File: src/rtl/nibble_serial_subtractor_pkg.sv
// rtl/nibble_serial_subtractor_pkg.sv - shared constants and FSM state type for the serial subtractor
package nibble_serial_subtractor_pkg;

  localparam int WIDTH   = 16;
  localparam int DIGIT   = 4;
  localparam int NDIGITS = WIDTH / DIGIT;
  localparam int CNT_W   = (NDIGITS > 1) ? $clog2(NDIGITS) : 1;

  typedef enum logic [1:0] {
    IDLE = 2'd0,
    RUN  = 2'd1,
    DONE = 2'd2
  } state_e;

endpackage

File: src/rtl/nibble_serial_subtractor_if.sv
// rtl/nibble_serial_subtractor_if.sv - operand/result bus with Run/Done handshake
interface nibble_serial_subtractor_if #(
  parameter int WIDTH = nibble_serial_subtractor_pkg::WIDTH
);

  logic             Run;
  logic [WIDTH-1:0] A;
  logic [WIDTH-1:0] B;
  logic [WIDTH-1:0] D;
  logic             Bout;
  logic             V;
  logic             Z;
  logic             Busy;
  logic             Done;

  modport master (
    output Run, A, B,
    input  D, Bout, V, Z, Busy, Done
  );

  modport slave (
    input  Run, A, B,
    output D, Bout, V, Z, Busy, Done
  );

endinterface

File: src/rtl/nibble_serial_subtractor_digit_add.sv
// rtl/nibble_serial_subtractor_digit_add.sv - combinational one-digit adder with carry in/out
module nibble_serial_subtractor_digit_add #(
  parameter int W = nibble_serial_subtractor_pkg::DIGIT
) (
  input  logic [W-1:0] a,
  input  logic [W-1:0] b,
  input  logic         cin,
  output logic [W-1:0] s,
  output logic         cout
);

  assign {cout, s} = {1'b0, a} + {1'b0, b} + {{W{1'b0}}, cin};

endmodule

File: src/rtl/nibble_serial_subtractor.sv
// rtl/nibble_serial_subtractor.sv - multi-cycle A - B, one digit per clock via A + ~B + 1
module nibble_serial_subtractor
  import nibble_serial_subtractor_pkg::*;
#(
  parameter int WIDTH = nibble_serial_subtractor_pkg::WIDTH,
  parameter int DIGIT = nibble_serial_subtractor_pkg::DIGIT
) (
  input  logic                       Clk,
  input  logic                       Reset,
  nibble_serial_subtractor_if.slave  bus
);

  // WIDTH must be a multiple of DIGIT; the last partial digit is not handled.
  localparam int NDIG = WIDTH / DIGIT;
  localparam int CW   = (NDIG > 1) ? $clog2(NDIG) : 1;
  localparam int MSB  = WIDTH - 1;
  localparam logic [CW-1:0] LAST = CW'(NDIG - 1);

  state_e           state_q, state_d;
  logic [CW-1:0]    cnt_q, cnt_d;
  logic             carry_q, carry_d;
  logic [WIDTH-1:0] a_q, a_d;
  logic [WIDTH-1:0] nb_q, nb_d;
  logic [WIDTH-1:0] d_q, d_d;
  logic             bout_q, bout_d;
  logic             v_q, v_d;
  logic             z_q, z_d;
  logic             busy_q, busy_d;
  logic             done_q, done_d;

  logic [DIGIT-1:0] dig_a, dig_b, dig_s;
  logic             dig_c;

  assign dig_a = a_q[cnt_q*DIGIT +: DIGIT];
  assign dig_b = nb_q[cnt_q*DIGIT +: DIGIT];

  nibble_serial_subtractor_digit_add #(
    .W (DIGIT)
  ) u_digit_add (
    .a    (dig_a),
    .b    (dig_b),
    .cin  (carry_q),
    .s    (dig_s),
    .cout (dig_c)
  );

  always_comb begin
    state_d = state_q;
    cnt_d   = cnt_q;
    carry_d = carry_q;
    a_d     = a_q;
    nb_d    = nb_q;
    d_d     = d_q;
    bout_d  = bout_q;
    v_d     = v_q;
    z_d     = z_q;

    case (state_q)
      IDLE: begin
        if (bus.Run) begin
          a_d     = bus.A;
          nb_d    = ~bus.B;
          carry_d = 1'b1;
          d_d     = '0;
          cnt_d   = '0;
          state_d = RUN;
        end
      end
      RUN: begin
        d_d[cnt_q*DIGIT +: DIGIT] = dig_s;
        carry_d = dig_c;
        cnt_d   = cnt_q + 1'b1;
        if (cnt_q == LAST) begin
          // Final carry out of A + ~B + 1 is the inverse of the borrow.
          bout_d  = ~dig_c;
          z_d     = (d_d == '0);
          v_d     = (a_q[MSB] == nb_q[MSB]) && (d_d[MSB] != a_q[MSB]);
          state_d = DONE;
        end
      end
      DONE: begin
        if (!bus.Run) begin
          state_d = IDLE;
        end
      end
      default: state_d = IDLE;
    endcase

    busy_d = (state_d == RUN);
    done_d = (state_d == DONE);
  end

  always_ff @(posedge Clk) begin
    if (Reset) begin
      state_q <= IDLE;
      cnt_q   <= '0;
      carry_q <= 1'b1;
      a_q     <= '0;
      nb_q    <= '0;
      d_q     <= '0;
      bout_q  <= 1'b0;
      v_q     <= 1'b0;
      z_q     <= 1'b0;
      busy_q  <= 1'b0;
      done_q  <= 1'b0;
    end else begin
      state_q <= state_d;
      cnt_q   <= cnt_d;
      carry_q <= carry_d;
      a_q     <= a_d;
      nb_q    <= nb_d;
      d_q     <= d_d;
      bout_q  <= bout_d;
      v_q     <= v_d;
      z_q     <= z_d;
      busy_q  <= busy_d;
      done_q  <= done_d;
    end
  end

  assign bus.D    = d_q;
  assign bus.Bout = bout_q;
  assign bus.V    = v_q;
  assign bus.Z    = z_q;
  assign bus.Busy = busy_q;
  assign bus.Done = done_q;

endmodule

File: src/flat_wrapper.sv
// flat-port wrapper written by rule: the top's interface ports become plain ports
module nibble_serial_subtractor_flat import nibble_serial_subtractor_pkg::*;
#(
  parameter int WIDTH = nibble_serial_subtractor_pkg::WIDTH,
  parameter int DIGIT = nibble_serial_subtractor_pkg::DIGIT
)
  (Clk, Reset, bus_Run, bus_A, bus_B, bus_D, bus_Bout, bus_V, bus_Z, bus_Busy, bus_Done);
  nibble_serial_subtractor_if #(.WIDTH(WIDTH)) bus_i ();
  input  logic Clk;
  input  logic Reset;
  input wire logic [$bits(bus_i.Run)-1:0] bus_Run;
  input wire logic [$bits(bus_i.A)-1:0] bus_A;
  input wire logic [$bits(bus_i.B)-1:0] bus_B;
  output wire logic [$bits(bus_i.D)-1:0] bus_D;
  output wire logic [$bits(bus_i.Bout)-1:0] bus_Bout;
  output wire logic [$bits(bus_i.V)-1:0] bus_V;
  output wire logic [$bits(bus_i.Z)-1:0] bus_Z;
  output wire logic [$bits(bus_i.Busy)-1:0] bus_Busy;
  output wire logic [$bits(bus_i.Done)-1:0] bus_Done;
  assign bus_i.Run = bus_Run;
  assign bus_i.A = bus_A;
  assign bus_i.B = bus_B;
  assign bus_D = bus_i.D;
  assign bus_Bout = bus_i.Bout;
  assign bus_V = bus_i.V;
  assign bus_Z = bus_i.Z;
  assign bus_Busy = bus_i.Busy;
  assign bus_Done = bus_i.Done;
  nibble_serial_subtractor #(.WIDTH(WIDTH), .DIGIT(DIGIT)) u_core (.Clk(Clk), .Reset(Reset), .bus(bus_i));
endmodule
File: config.mk
export PLATFORM = sky130hd
export DESIGN_NAME = nibble_serial_subtractor_flat
export DESIGN_NICKNAME = d
export VERILOG_FILES = /design/src/rtl/nibble_serial_subtractor_pkg.sv /design/src/rtl/nibble_serial_subtractor_if.sv /design/src/rtl/nibble_serial_subtractor_digit_add.sv /design/src/rtl/nibble_serial_subtractor.sv /design/src/flat_wrapper.sv
export SDC_FILE = /design/constraint.sdc
export NUM_CORES = 1
export LEC_CHECK = 0
export ABC_CLOCK_PERIOD_IN_PS = 3180
export BUFFER_PORTS_ARGS = -buffer_cell sky130_fd_sc_hd__buf_2
export CORE_MARGIN = 2
export CORE_UTILIZATION = 45
export DETAILED_ROUTE_END_ITERATION = 10
export GPL_ROUTABILITY_DRIVEN = 0
export PLACE_DENSITY = 0.68
export SLEW_MARGIN = 0
export SYNTH_ARGS = -nofsm -noshare
export SYNTH_HDL_FRONTEND = slang
export SYNTH_SLANG_ARGS = --single-unit
File: constraint.sdc
create_clock -name Clk -period 3.18 [get_ports Clk]
set_clock_uncertainty 0.2 [all_clocks]
set_input_delay 0.477 -clock Clk [delete_from_list [all_inputs] [get_ports Clk]]
set_output_delay 0.477 -clock Clk [all_outputs]
set_load 0.005 [all_outputs]
==> impl_metrics.toml, run 1 <==
[status]
status = "finished, final reports clean"

[synth]
yosysTopAreaCellShare_pct = 42.6
synth-async-reset-ratio_pct = 0
postSynthAreaPerCell_um2 = 8.97
synth-seq-cells = 58
synth_warnings = 0
synth-main-ff-cell = "sky130_fd_sc_hd__dfxtp_1"
post_synth_instance_area_um2 = 2730
synth_seq_area_share_pct = 42.6
post_synth_num_cell_types = 45
synth-edff-count = 0
syn-instance-count = 304
synthTopCellsByArea = "sky130_fd_sc_hd__dfxtp_1, sky130_fd_sc_hd__mux4_2, sky130_fd_sc_hd__nor2_1"
synth_fp_nets = 350
yosys_top_cell_by_area = "sky130_fd_sc_hd__dfxtp_1"

[cells_and_area]
final_util_pct = 55.2
synthToLayoutAreaGrowth_pct = 19.2
layout-drive-gt1-share_pct = 26.2
stdcell_count = 437
antennaDiodeCount = 0
design.final.nets = 406
layout.filler_cells = 582

[clock_tree]
clock-sinks = 58
cts_hold_buffers = 0
cts_made_buffers = 9
clk_pin_slew_ns = 0.07
clk_path_buf_depth = 2
ctsHtreeMaxLevel = 3
cts_root_buf = "sky130_fd_sc_hd__clkbuf_8"
clk-insertion-delay-late_ns = 0.34
tritoncts = "yes"
post_cts.repair.setup_buffers = 0
post_cts_resized = 0

[grt]
grt_antenna_before_repair = 0
global_route.usage.total_pct = 21.0
grt_remaining_overflow = 0
grt_pass1_vias = 2252
pin_count_of_the_biggest_net_entering_global_routing = 56
grt_first_pass_wirelength_um = 10400

[critical_path]
reg2reg_depth = 8
regToRegSetupSlack_ns = 0.28
crit_chain = "buf_4, mux4_2, ha_1, a21oi_1, o21a_1, o211ai_2, nor3b_2, o311a_1"
setup.worst_path.class = "register to register"
worst_r2r_endpoint = "u_core.bus.V$_SDFFE_PP0P_"
arrival_ns = 2.92
r2r-start = "u_core.cnt_q[0]$_SDFFE_PP0P_"
critPathLaunchType = "register"
critical_path.slowest_cell = "sky130_fd_sc_hd__mux4_2"
cp-end-kind = "register"
timing.critical_path.required_ns = 3.20
path_max_fanout = 9
critical-path-max-stage-delay_ns = 0.53

[timing]
hold_ws_ns = 0.114
finalHoldViolations = 0
setup_tns_ns = 0
max_slew.worst_pin.slew_ns = 0.557
timing.slew.headroom_pct = 62.9
final.period_utilization_pct = 91.1
fin_crit_ns = 2.90
achievable-frequency_ghz = 0.345
final-max-slew-violation-count = 0
setup_viol = 0
unrepaired_setup_endpoints_after_global_routing = "false"

[drt]
drt-initial-drc-count = 119
drt_drc_violations_left = 0
dr_total_vias = 2374
routed_wire_length_per_instance_um = 14.4
firstDrtPassIters = 5
antenna_violating_nets_post_route = 0
wl_um = 6290
avgViaCountPerCell = 5.43

[die]
start_util_pct = 46.3
rows = 28
io-pin-count = 56
die_width_um = 81.8
fp.dieArea_um2 = 6700
fp.coreArea_um2 = 5890
die_h_um = 81.8

[job]
maxCapViolations = 0

[min_path]
worstHoldStart = "bus_B[1]"
holdPathEnd = "u_core.nb_q[1]$_SDFFE_PP0P_"
min_path_type = "primary input to register"
hold_path_depth = 2

[power]
static-leakage-power_nw = 1.34
ir_worst_vdd_uv = 375
p_per_area_nw_per_um2 = 500

[placement]
dp_cells = 424
detailed_place_hpwl_um = 4470
port_buffers = 55
==> cell usage after synthesis, drive strengths merged, types with 2 or more instances <==
master  instances
or3b            2
nand2b          5
nand3           2
and4b           2
clkbuf         13
mux4            8
inv            11
nor2b           3
nor3b           4
dfxtp          58
a211oi         19
fa              2
a21oi          25
a22oi          10
buf             8
o21ai           8
nor2           48
nand4           2
a32oi           5
o211ai          2
ha              9
nand3b          4
nand2          36
o221ai          2
==> worst max-delay path: cells and delay by family, from the launching register on <==
kind                     cells  cell delay, ns
multiplexers                 1            0.53
buffers and inverters        1            0.19
AO/OA/AOI/OAI                4            0.89
flip-flops                   1            0.48
AND/OR/NAND/NOR              1            0.17
adder cells (fa/ha/maj)      1            0.32
==> through the flow <==
step,cell area (um^2),total power [mW],setup slack [ns]
2_1_floorplan,2730,0.975,0.151
3_3_place_gp,3090,1.06,0.200
3_5_place_dp,3090,1.06,0.138
4_1_cts,3250,1.64,0.114
5_1_grt,3250,1.71,0.155
6_report,3250,1.62,0.282
==> metal layers <==
metal  share of wire [%]  GRT usage, %
met2                  45          30.4
met3                 5.8          8.02
met4                 2.0          10.2
met5                   0             0
met1                  48          27.4
==> state kept, by name (all words and copies together), names as in the netlist <==
register	cells
u_core.cnt_q	2
u_core.state_q	2
u_core.bus.V	1
u_core.bus.Busy	1
u_core.bus.Done	1
u_core.bus.Z	1
u_core.bus.D	16
u_core.carry_q	1
u_core.nb_q	16
u_core.a_q	16
u_core.bus.Bout	1
==> kinds of logic after synthesis <==
kind of cell / after synthesis / share of synthesized area, %
muxes: 9 / 7.02
buffers and inverters: 32 / 4.91
xor gates and xnor gates: 2 / 0.643
adders and majority gates: 11 / 5.60
and+or+nand+nor: 112 / 19.3
DFF: 58 / 42.6
AOI/OAI and AO/OA: 80 / 20.0
==> layout by cell type (no fill, tap or decap), drive strengths merged, types with 3 or more instances in the layout <==
cell type   n
dfxtp      58
a21oi      25
nand2      36
nor3b       4
nor2       48
a32oi       5
nor2b       3
nand2b      5
o21ai       8
inv        11
a22oi      10
clkbuf     13
buf        66
mux4        8
a211oi     19
ha          9
nand3b      4
==> worst max-delay path by stage <==
stage	startpoint	endpoint	slack [ns]	depth (start not counted)
6_report	u_core.cnt_q[0]$_SDFFE_PP0P_	u_core.bus.V$_SDFFE_PP0P_	0.28	8
3_3_place_gp	u_core.cnt_q[0]$_SDFFE_PP0P_	u_core.bus.Z$_SDFFE_PP0P_	0.20	7
4_1_cts	u_core.cnt_q[0]$_SDFFE_PP0P_	u_core.bus.V$_SDFFE_PP0P_	0.11	8
5_1_grt	u_core.cnt_q[0]$_SDFFE_PP0P_	u_core.bus.Z$_SDFFE_PP0P_	0.15	9
2_1_floorplan	u_core.cnt_q[0]$_SDFFE_PP0P_	u_core.bus.Z$_SDFFE_PP0P_	0.15	9
3_5_place_dp	u_core.cnt_q[0]$_SDFFE_PP0P_	u_core.bus.V$_SDFFE_PP0P_	0.14	8
==> report_power, final <==
group	switching [mW]	leakage, nW	internal [mW]
clock	0.266	0.0815	0.313
sequential	0.0257	0.475	0.763
combinational	0.145	0.783	0.113
total	0.437	1.34	1.19
==> cell type report <==
type	count	area, um^2	area share, %
well taps	75	93.8	2.89
flip-flops and latches	58	1160	35.8
clock buffers	13	159	4.89
inverters	11	41.3	1.27
multi-input cells	214	1440	44.2
repair buffers	66	358	11.0
Note: power is estimated with default switching activity, not from simulation.
==> run 2, diff against run 1 <==
--- a/config.mk
+++ b/config.mk
@@ -5,8 +5,8 @@
 export SDC_FILE = /design/constraint.sdc
 export NUM_CORES = 1
 export LEC_CHECK = 0
-export ABC_CLOCK_PERIOD_IN_PS = 3180
-export BUFFER_PORTS_ARGS = -buffer_cell sky130_fd_sc_hd__buf_2
+export ABC_CLOCK_PERIOD_IN_PS = 2600
+export BUFFER_PORTS_ARGS = -buffer_cell sky130_fd_sc_hd__buf_4
 export CORE_MARGIN = 2
 export CORE_UTILIZATION = 45
 export DETAILED_ROUTE_END_ITERATION = 10
==> constraint.sdc (replaced) <==
create_clock -name Clk -period 2.6 [get_ports Clk]
set_clock_uncertainty 0.2 [all_clocks]
set_input_delay 0.39 -clock Clk [delete_from_list [all_inputs] [get_ports Clk]]
set_output_delay 0.39 -clock Clk [all_outputs]
set_load 0.005 [all_outputs]
==> run 2 against run 1 <==
  * The flow now finishes with violations (negative setup slack)
  * First-iteration DRC count is 19% lower
  * Sequential share of layout area is 4.1 points lower
  * Worst setup slack worse by 0.37 ns
  * Clock power is 38% higher
  * Critical path depth up 1
  * Die area unchanged
  * Critical endpoint unchanged
  * Cell area is 13% higher
  * Register-to-register slack lost 0.37 ns
  * Flip-flop and latch count unchanged
  * Global-route usage is 0.75 points higher
  * Non-clock buffer count rose by 17
  * Via count rose by 5.0%
==> impl_metrics.toml, run 2 (synthesis gave the netlist of run 1 again) <==
[cells_and_area]
layout.filler_cells = 506
layout.cells.most_common = "sky130_fd_sc_hd__buf_4"
synthToLayoutAreaGrowth_pct = 35.2
layout-drive-gt1-share_pct = 35.2
sequential_cell_area_um2 = 1160
stdcell_count = 456
antennaDiodeCount = 0
design.final.nets = 423
final_area_um2 = 3680
multi_input_area_um2 = 1580
final_util_pct = 62.6
layout_common_cells = "sky130_fd_sc_hd__buf_4, sky130_fd_sc_hd__dfxtp_1, sky130_fd_sc_hd__nor2_1"

[placement]
detailed_place_hpwl_um = 4800
place_worst_setup_slack_ns = -0.161
total_placed_instance_area_um2 = 3310
port_buffers = 55
dp_cells = 434

[critical_path]
regToRegSetupSlack_ns = -0.09
cp-end-kind = "register"
critical_path.slowest_cell = "sky130_fd_sc_hd__mux4_2"
arrival_ns = 2.73
setup.worst_path.class = "register to register"
crit_chain = "buf_4, buf_4, mux4_2, ha_4, a21oi_4, o21a_2, xnor2_2, a21oi_2, o311a_1"
crit_path_end = "u_core.bus.V$_SDFFE_PP0P_"
critical-path-max-stage-delay_ns = 0.54
timing.critical_path.required_ns = 2.64
crit_path_start = "u_core.cnt_q[0]$_SDFFE_PP0P_"
reg2reg_depth = 9
r2r-start = "u_core.cnt_q[0]$_SDFFE_PP0P_"
most_frequent_cell_on_critical_path = "sky130_fd_sc_hd__buf_4"
path_max_fanout = 6
worst_r2r_endpoint = "u_core.bus.V$_SDFFE_PP0P_"
critPathLaunchType = "register"

[timing]
finalHoldViolations = 0
setup_viol = 4
finalWorstSetupSlack_ns = -0.0929
hold_ws_ns = 0.0152
setup_tns_ns = -0.240
max_slew.worst_pin.slew_ns = 0.578
achievable-frequency_ghz = 0.371
timing.slew.headroom_pct = 61.5
final.period_utilization_pct = 104
final-max-slew-violation-count = 0
fin_crit_ns = 2.69
unrepaired_setup_endpoints_after_global_routing = "true"

[grt]
grt_first_pass_wirelength_um = 11000
pin_count_of_the_biggest_net_entering_global_routing = 57
grt_pass1_vias = 2357
grt_util_met3_pct = 5.49
met2_usage_pct = 34.7
globalRouteMet1Util_pct = 27.0
global_route.usage.total_pct = 21.7
grt-busiest-layer = "met2"
grt_remaining_overflow = 0
grt_antenna_before_repair = 0

[die]
die_width_um = 81.8
rows = 28
io-pin-count = 56
start_util_pct = 46.3
fp.dieArea_um2 = 6700
fp.coreArea_um2 = 5890
die_h_um = 81.8

[power]
ir_worst_vdd_uv = 321
static-leakage-power_nw = 1.48
p_per_area_nw_per_um2 = 593
totalPowerFinal_mw = 2.19

[drt]
wl_um = 6850
antenna_violating_nets_post_route = 0
firstDrtPassIters = 6
routed_wire_length_per_instance_um = 15.0
drt_drc_violations_left = 0
avgViaCountPerCell = 5.46
drt-initial-drc-count = 96
dr_total_vias = 2492

[min_path]
hold_path_depth = 2
min_path_type = "primary input to register"

[job]
maxCapViolations = 0

[clock_tree]
tritoncts = "yes"
clk_pin_slew_ns = 0.06
ctsHtreeMaxLevel = 3
cts_hold_buffers = 0
clk_path_buf_depth = 2
cts_root_buf = "sky130_fd_sc_hd__clkbuf_8"
clk-insertion-delay-late_ns = 0.34
clock-sinks = 58
cts_made_buffers = 9

[status]
violations = "negative setup slack"
status = "complete, but fails checks"
## run 2: per-layer routing
layer	vias to the layer above	routed length, um
met5	-	0
li1	1229	-
met1	1153	3070
met3	23	418
met4	0	204
met2	87	3150
## run 2: critical path, delay by kind of cell (launching register included)
family,cells,cell delay [ns]
AO/OA/AOI/OAI,4,0.71
adder cells (fa/ha/maj),1,0.30
flip-flops,1,0.38
buffers and inverters,2,0.23
multiplexers,1,0.54
XOR/XNOR,1,0.23
## run 2: what timing repair did
action,CTS,global route
setup buffers,2,5
resized for setup,10,17
endpoints found under the setup margin,14,16
gates cloned,0,0
pin swaps,9,13
## run 2: how the worst min path moves through the flow
stage                                     start  slack, ns                           end
CTS                                    bus_B[6]      0.007   u_core.nb_q[6]$_SDFFE_PP0P_
detailed placement   u_core.a_q[5]$_SDFFE_PP0P_       0.25    u_core.a_q[5]$_SDFFE_PP0P_
finish                                 bus_B[8]       0.02   u_core.nb_q[8]$_SDFFE_PP0P_
floorplan           u_core.a_q[10]$_SDFFE_PP0P_       0.23   u_core.a_q[10]$_SDFFE_PP0P_
global placement     u_core.a_q[3]$_SDFFE_PP0P_       0.24    u_core.a_q[3]$_SDFFE_PP0P_
global route                          bus_B[12]      0.008  u_core.nb_q[12]$_SDFFE_PP0P_
## run 2: power by group
group	internal, mW	switching (mW)
combinational	0.209	0.217
sequential	0.932	0.0302
clock	0.460	0.337
## run 2: area by class of cell
class / count / share of cell area, %
multi-input combinational: 214 / 42.8
sequential: 58 / 31.6
timing repair buffer: 83 / 16.9
clock buffer: 12 / 3.94
tap: 75 / 2.55
inverter: 11 / 1.12
clock inverter: 3 / 1.09
